File: config.mk
export PLATFORM = sky130hd
export DESIGN_NAME = jk_mod_counter
export DESIGN_NICKNAME = d
export VERILOG_FILES = /design/src/rtl/jk_pkg.sv /design/src/rtl/jk_cell.sv /design/src/rtl/jk_mod_counter.sv
export SDC_FILE = /design/constraint.sdc
export NUM_CORES = 1
export LEC_CHECK = 0
export CORE_AREA = 2 2 39 41
export DETAILED_ROUTE_END_ITERATION = 12
export DIE_AREA = 0 0 41 43
export GPL_ROUTABILITY_DRIVEN = 0
export PLACE_DENSITY_LB_ADDON = 0.3
export SYNTH_ARGS = -nofsm -noshare
export SYNTH_HDL_FRONTEND = slang
export SYNTH_SLANG_ARGS = --single-unit
File: constraint.sdc
create_clock -name clk -period 2.82 [get_ports clk]
set_clock_uncertainty 0.15 [all_clocks]
set_input_delay 0.564 -clock clk [delete_from_list [all_inputs] [get_ports clk]]
set_output_delay 0.564 -clock clk [all_outputs]
set_load 0.03 [all_outputs]
File: src/rtl/jk_pkg.sv
// Shared JK flip-flop command encodings and the excitation helper used by the
// structural counter.
package jk_pkg;

  localparam logic [1:0] HOLD = 2'b00;
  localparam logic [1:0] RST  = 2'b01;
  localparam logic [1:0] SET  = 2'b10;
  localparam logic [1:0] TGL  = 2'b11;

  // {J,K} that moves a cell from cur to nxt without relying on toggle.
  function automatic logic [1:0] jk_excite(input logic cur, input logic nxt);
    logic [1:0] jk;
    jk[1] = ~cur & nxt;
    jk[0] = cur & ~nxt;
    return jk;
  endfunction

endpackage

File: src/rtl/jk_cell.sv
// Single JK flip-flop with synchronous active-high reset.
module jk_cell
  import jk_pkg::*;
(
  input  logic clk,
  input  logic reset,
  input  logic j,
  input  logic k,
  output logic q,
  output logic qbar
);

  logic q_q;

  always_ff @(posedge clk) begin
    if (reset) begin
      q_q <= 1'b0;
    end else begin
      unique case ({j, k})
        HOLD: q_q <= q_q;
        RST:  q_q <= 1'b0;
        SET:  q_q <= 1'b1;
        TGL:  q_q <= ~q_q;
      endcase
    end
  end

  assign q    = q_q;
  assign qbar = ~q_q;

endmodule

File: src/rtl/jk_mod_counter.sv
// Modulo-MOD up/down counter built from JK cells; the next state is chosen by a
// priority mux and translated into per-cell J/K excitation.
module jk_mod_counter #(
  parameter int unsigned WIDTH = 4,
  parameter int unsigned MOD   = 10
) (
  input  logic             clk,
  input  logic             reset,
  input  logic             en,
  input  logic             up,
  input  logic             load,
  input  logic [WIDTH-1:0] d,
  output logic [WIDTH-1:0] q,
  output logic [WIDTH-1:0] qbar,
  output logic             tc,
  output logic             wrap
);

  import jk_pkg::*;

  localparam logic [WIDTH-1:0] MaxVal = WIDTH'(MOD - 1);

  logic [WIDTH-1:0] n;
  logic [WIDTH-1:0] cell_j;
  logic [WIDTH-1:0] cell_k;
  logic             wrap_d;
  logic             wrap_q;

  // Priority: load (clamped), wrap constant, increment, decrement, hold.
  always_comb begin
    n      = q;
    wrap_d = 1'b0;
    if (load) begin
      n = (d > MaxVal) ? '0 : d;
    end else if (en) begin
      if (up && (q == MaxVal)) begin
        n      = '0;
        wrap_d = 1'b1;
      end else if (!up && (q == '0)) begin
        n      = MaxVal;
        wrap_d = 1'b1;
      end else if (up) begin
        n = q + WIDTH'(1);
      end else begin
        n = q - WIDTH'(1);
      end
    end
  end

  for (genvar i = 0; i < WIDTH; i++) begin : g_cell
    logic [1:0] jk;
    assign jk        = jk_excite(q[i], n[i]);
    assign cell_j[i] = jk[1];
    assign cell_k[i] = jk[0];

    jk_cell u_cell (
      .clk  (clk),
      .reset(reset),
      .j    (cell_j[i]),
      .k    (cell_k[i]),
      .q    (q[i]),
      .qbar (qbar[i])
    );
  end

  always_ff @(posedge clk) begin
    if (reset) begin
      wrap_q <= 1'b0;
    end else begin
      wrap_q <= wrap_d;
    end
  end

  assign wrap = wrap_q;
  assign tc   = up ? (q == MaxVal) : (q == '0);

endmodule

## After elaboration in Yosys (flattened, before gate mapping)

Index checks and enable logic that the tools add are counted.

- $add $sub $neg: 2
- $mul: 0
- Div/mod/pow operators: 0
- Order comparisons: 1
- Equality and inequality tests: 13
- Shift-type cells: 0
- Muxes and demuxes: 13
- Bitwise operators: 17
- Reductions and logical operators: 9

Operators with widths:

| kind | number |
|---|---|
| two-way mux 4 bit | 6 |
| == test 2 bit, second input constant | 8 |
| one-hot mux 1 bit (3 select lines) | 4 |
| inverter 1 bit | 9 |
| AND 1 bit | 8 |
| == test 2 x 1 -> 1 bit, second input constant | 4 |
| logical NOT 2 bit | 4 |
| adder 4 x 1 -> 4 bit, second input constant | 1 |
| == test 4 bit, second input constant | 1 |
| greater-than comparator 4 bit, second input constant | 1 |
| logical NOT 4 bit | 1 |
| subtractor 4 x 1 -> 4 bit, second input constant | 1 |
| two-way mux 1 bit | 3 |
| OR reduction 3 bit | 1 |
| logical AND 1 bit | 2 |
| logical NOT 1 bit | 1 |

- Register bits: 5
- Bits in latches: 0
- Memory bits (writable): 0
- Bits in read-only memories: 0
- Input port bits: 9
- Word-level logic and storage cells: 60
- Memories: 0

## Logic depth before layout (Yosys ltp)

- Depth after elaboration: 10
- Depth in mapped cells: 9
- Depth with buffers taken out: 9

## Cells and area by module

From an unflattened synthesis, not the netlist that was laid out.

- Cell total of the unflattened synthesis: 63
- Area, all modules: 479.2 um^2

By module, submodules not included:

| module | instances | cells an instance | area an instance (um^2) |
|---|---|---|---|
| jk_mod_counter | 1 | 47 | 339.1 |
| jk_cell | 4 | 4 | 35.0 |

## Least setup slack after synthesis

Ideal clock, no wire load.

- Path kind: input-to-reg
- From: input up
- To: register g_cell[2].u_cell.q_q
- Data arrival time: 1.955 ns
- Data required time: 2.556 ns
- Slack: 0.601 ns
- Stages on the path: 8
- Cell sequence: fa_1 xor2_1 nor2_1 a221oi_2 a21oi_1 ha_1 mux2i_1 nor2_1

- Cells in the longest elaborated chain, start to end: 10
- Elaborated cells between the ends (all ways): 16
- Classes of those cells: eq/ne: 3; mux: 6; bitwise: 3; reduce/logical: 4

Ends and longest elaborated chain:

| element | RTL line | text |
|---|---|---|
| start, declared | jk_mod_counter.sv:10 | `input logic up,` |
| logical NOT 1 bit | jk_mod_counter.sv:39 | `end else if (!up && (q == '0)) begin` |
| logical AND 1 bit | jk_mod_counter.sv:39 |  |
| two-way mux 4 bit | jk_mod_counter.sv:39 |  |
| two-way mux 4 bit (*) | jk_mod_counter.sv:36 | `if (up && (q == MaxVal)) begin` |
| two-way mux 4 bit (*) | jk_mod_counter.sv:35 | `end else if (en) begin` |
| two-way mux 4 bit (*) | jk_mod_counter.sv:33 | `if (load) begin` |
| inverter 1 bit | jk_pkg.sv:14 | `jk[0] = cur & ~nxt;` |
| AND 1 bit | jk_pkg.sv:14 |  |
| == test 2 bit or == test 2 x 1 -> 1 bit (tied branches) | jk_cell.sv:19 | `unique case ({j, k})` |
| one-hot mux 1 bit (3 select lines) | jk_cell.sv:19 |  |
| end signal, assigned | jk_cell.sv:20 | `HOLD: q_q <= q_q;` |
| end signal, assigned | jk_cell.sv:23 | `TGL: q_q <= ~q_q;` |
| end, declared | jk_cell.sv:13 | `logic q_q;` |

Mark *: on every way between the ends. The rest lies on a longest branch, timed or not.
A chain may end at the register's enable or synchronous reset.

## Worst setup path in the final report

- From: input up
- To: output tc

- Cells in the longest elaborated chain, start to end: 1

Ends and longest elaborated chain:

| element | RTL line | text |
|---|---|---|
| two-way mux 1 bit | jk_mod_counter.sv:75 | `assign tc = up ? (q == MaxVal) : (q == '0);` |
| end, declared | jk_mod_counter.sv:15 | `output logic tc,` |

Every way passes these cells.

==> qor.csv <==
metric,value,unit
outcome,"finished, final reports clean",
min_path_cells,2,
nets,96,
crit_cells,6,
dr.pass1.iters,4,
tightest_slew,0.330,ns
hp-start,g_cell[3].u_cell.q,
p_leak,0.000308,uW
most-common-layout-cells,"clkdlybuf4s50_1 (17), inv_1 (8), a21oi_1 (6), nor2_1 (6), ha_1 (6)",
drive_above_1_share,0.114,
placementRows,14,
muxShareOfSynthArea,0.0749,
fin_crit,2.65,ns
h-tree-depth,1,
critPathBufInv,4,
clock-sinks,5,
hold_buffers,0,
setup.worst_path.class,in -> out,
synthToLayoutAreaGrowth,31.1,%
grt_pass1_vias,416,
vias_per_cell,4.95,
avgSynthCellArea,8.22,sq um
cp_data_required_time,2.11,ns
postCtsSetupRepairBufs,0,
synth_cell_types,24,
path_cells,clkdlybuf4s50_1 > buf_4 > and3_1 > o21ai_2 > inv_1 > buf_4,
r2r_start,g_cell[0].u_cell.q,
ys_seq_area_frac,0.187,
fmax,377,MHz
numCtsBuffers,3,
port-buffer-count,18,
path_max_fanout,4,
nFillCells,153,
initial_core_util,0.386,
finalSetupTns,0,ns
die_h,43,um
synth_top_family_by_area,compound AO/OA/AOI/OAI gates,
fin_cells,95,
synth_xor_area_frac,0.0656,
max_cap_violations,0,
maxSlewHeadroom,0.779,
ys_top_cells_by_area,"dfxtp_1 (19%), ha_1 (14%), buf_4 (11%)",
synth-seq-cells,5,
post_cts_resized,0,
irDropWorstVdd,0.288,mV
crit_family,buffers and inverters,
grt_usage,0.158,
grt_max_degree,9,
ys.flop_type,dfxtp_1,
synthAdderAreaFrac,0.178,
clock_latency,0.24,ns
synth_top_area_cell,dfxtp_1,
final_common_cell,clkdlybuf4s50_1,
crit_slowest_cell,clkdlybuf4s50_1,
stdcell_area,701,sq um
vias,470,
grt_pass1_wl,1860,um
die_w,41,um
io_pins,19,
power.density,534,nW/um^2
path_common_cell,buf_4,
synth.top_cell.area_share,0.187,
path_clk_slew,0.04,ns
drtIter0Drc,11,
critPathMaxStageDelay,0.47,ns
startpoint,up,
cts_root_buf,clkbuf_4,
fp.coreArea,1380,sq um
synth_compound_area_frac,0.180,
tritoncts,done,
synth_nets,81,
worst_setup_path_start_kind,input port,
diodes,0,
synth_warnings,0,
synth_area,534,sq um
fin_crit_sh,0.940,
antenna_found_initial,0,
wl_per_cell,12.1,um
critPathArrivalTime,1.94,ns
synth_edf_count,0,
numPlacedInstances,91,
syn-instance-count,65,
cts_max_path_buffers,2,
dp_hpwl,886,um
async_reset_ff_frac,0,
drc_errors,0,
rsz0062_at_grt,no,
end_kind,primary output,
die-area,1760,sq um
hold_viol,0,
grt-ovfl-total,0,
wirelength,1150,um
final_max_slew_viol_count,0,
place_area,674,sq um
ant_nets,0,
synth_simple_gate_area_frac,0.136,
setup_violations,0,
hold_path_class,reg -> reg,
reg2reg_depth,9,
[layout make-up]
class,count,area (sq um),area share
clock buffer,4,26.3,0.0375
inverter,8,30.0,0.0429
multi-input combinational,43,339,0.484
sequential,5,100,0.143
tap,16,20.0,0.0286
timing repair buffer,19,185,0.264
[routing by layer]
layer	vias up	wire [um]	track usage
met5	-	0	0
met1	211	581	0.223
met3	0	58	0.0471
met2	16	508	0.219
li1	243	-	-
met4	0	0	0.0600
[worst min-delay path: stages, from the launching register on]
cell     delay (ns)
dfxtp_1        0.35
mux2i_1        0.14
nor2_1         0.05
[report_power, final]
part | internal [uW] | switching [uW]
registers | 79.7 | 14.2
clock network | 53.3 | 25.9
logic | 92.4 | 109
total | 225 | 149
[cells by family (layout without fill, tap and decap cells)]
group           count (synthesis)  count (layout)
compound gates                 14              14
buf+inv                        17              31
mux                             4               4
fa+ha+maj                       7               7
xor+xnor                        4               4
simple gates                   14              14
flops                           5               5
[path summary, 6_finish.rpt]
kind / to / slack [ns]
worst min-delay path: g_cell[3].u_cell.q / 0.44
worst max-delay path: tc / 0.17
worst max register to register: g_cell[2].u_cell.q / 0.48
worst min register to register: g_cell[3].u_cell.q / 0.44
[sequential cells by signal (all words and copies together) (netlist names)]
| name | count |
|---|---|
| g_cell.u_cell.q | 4 |
| wrap | 1 |
[synthesized netlist by cell type, drive strengths merged, types with 2 or more instances]
cell    n
xnor2   2
inv     8
a21oi   6
o21ai   4
xor2    2
nor2    6
dfxtp   5
ha      6
buf     8
nand2b  2
mux2i   4
[through the flow]
| stage | utilization | total power [uW] | hold slack (ns) | setup WS [ns] |
|---|---|---|---|---|
| detailed placement | 0.487 | 296 | 0.443 | -0.0699 |
| global route | 0.506 | 405 | 0.512 | 0.0531 |
| floorplan | - | 246 | 0.394 | 0.601 |
| finish | 0.506 | 374 | 0.439 | 0.170 |
| CTS | 0.506 | 380 | 0.449 | 0.177 |
| global placement | 0.487 | 292 | 0.443 | -0.0492 |
Note: power is estimated with default switching activity, not from simulation.
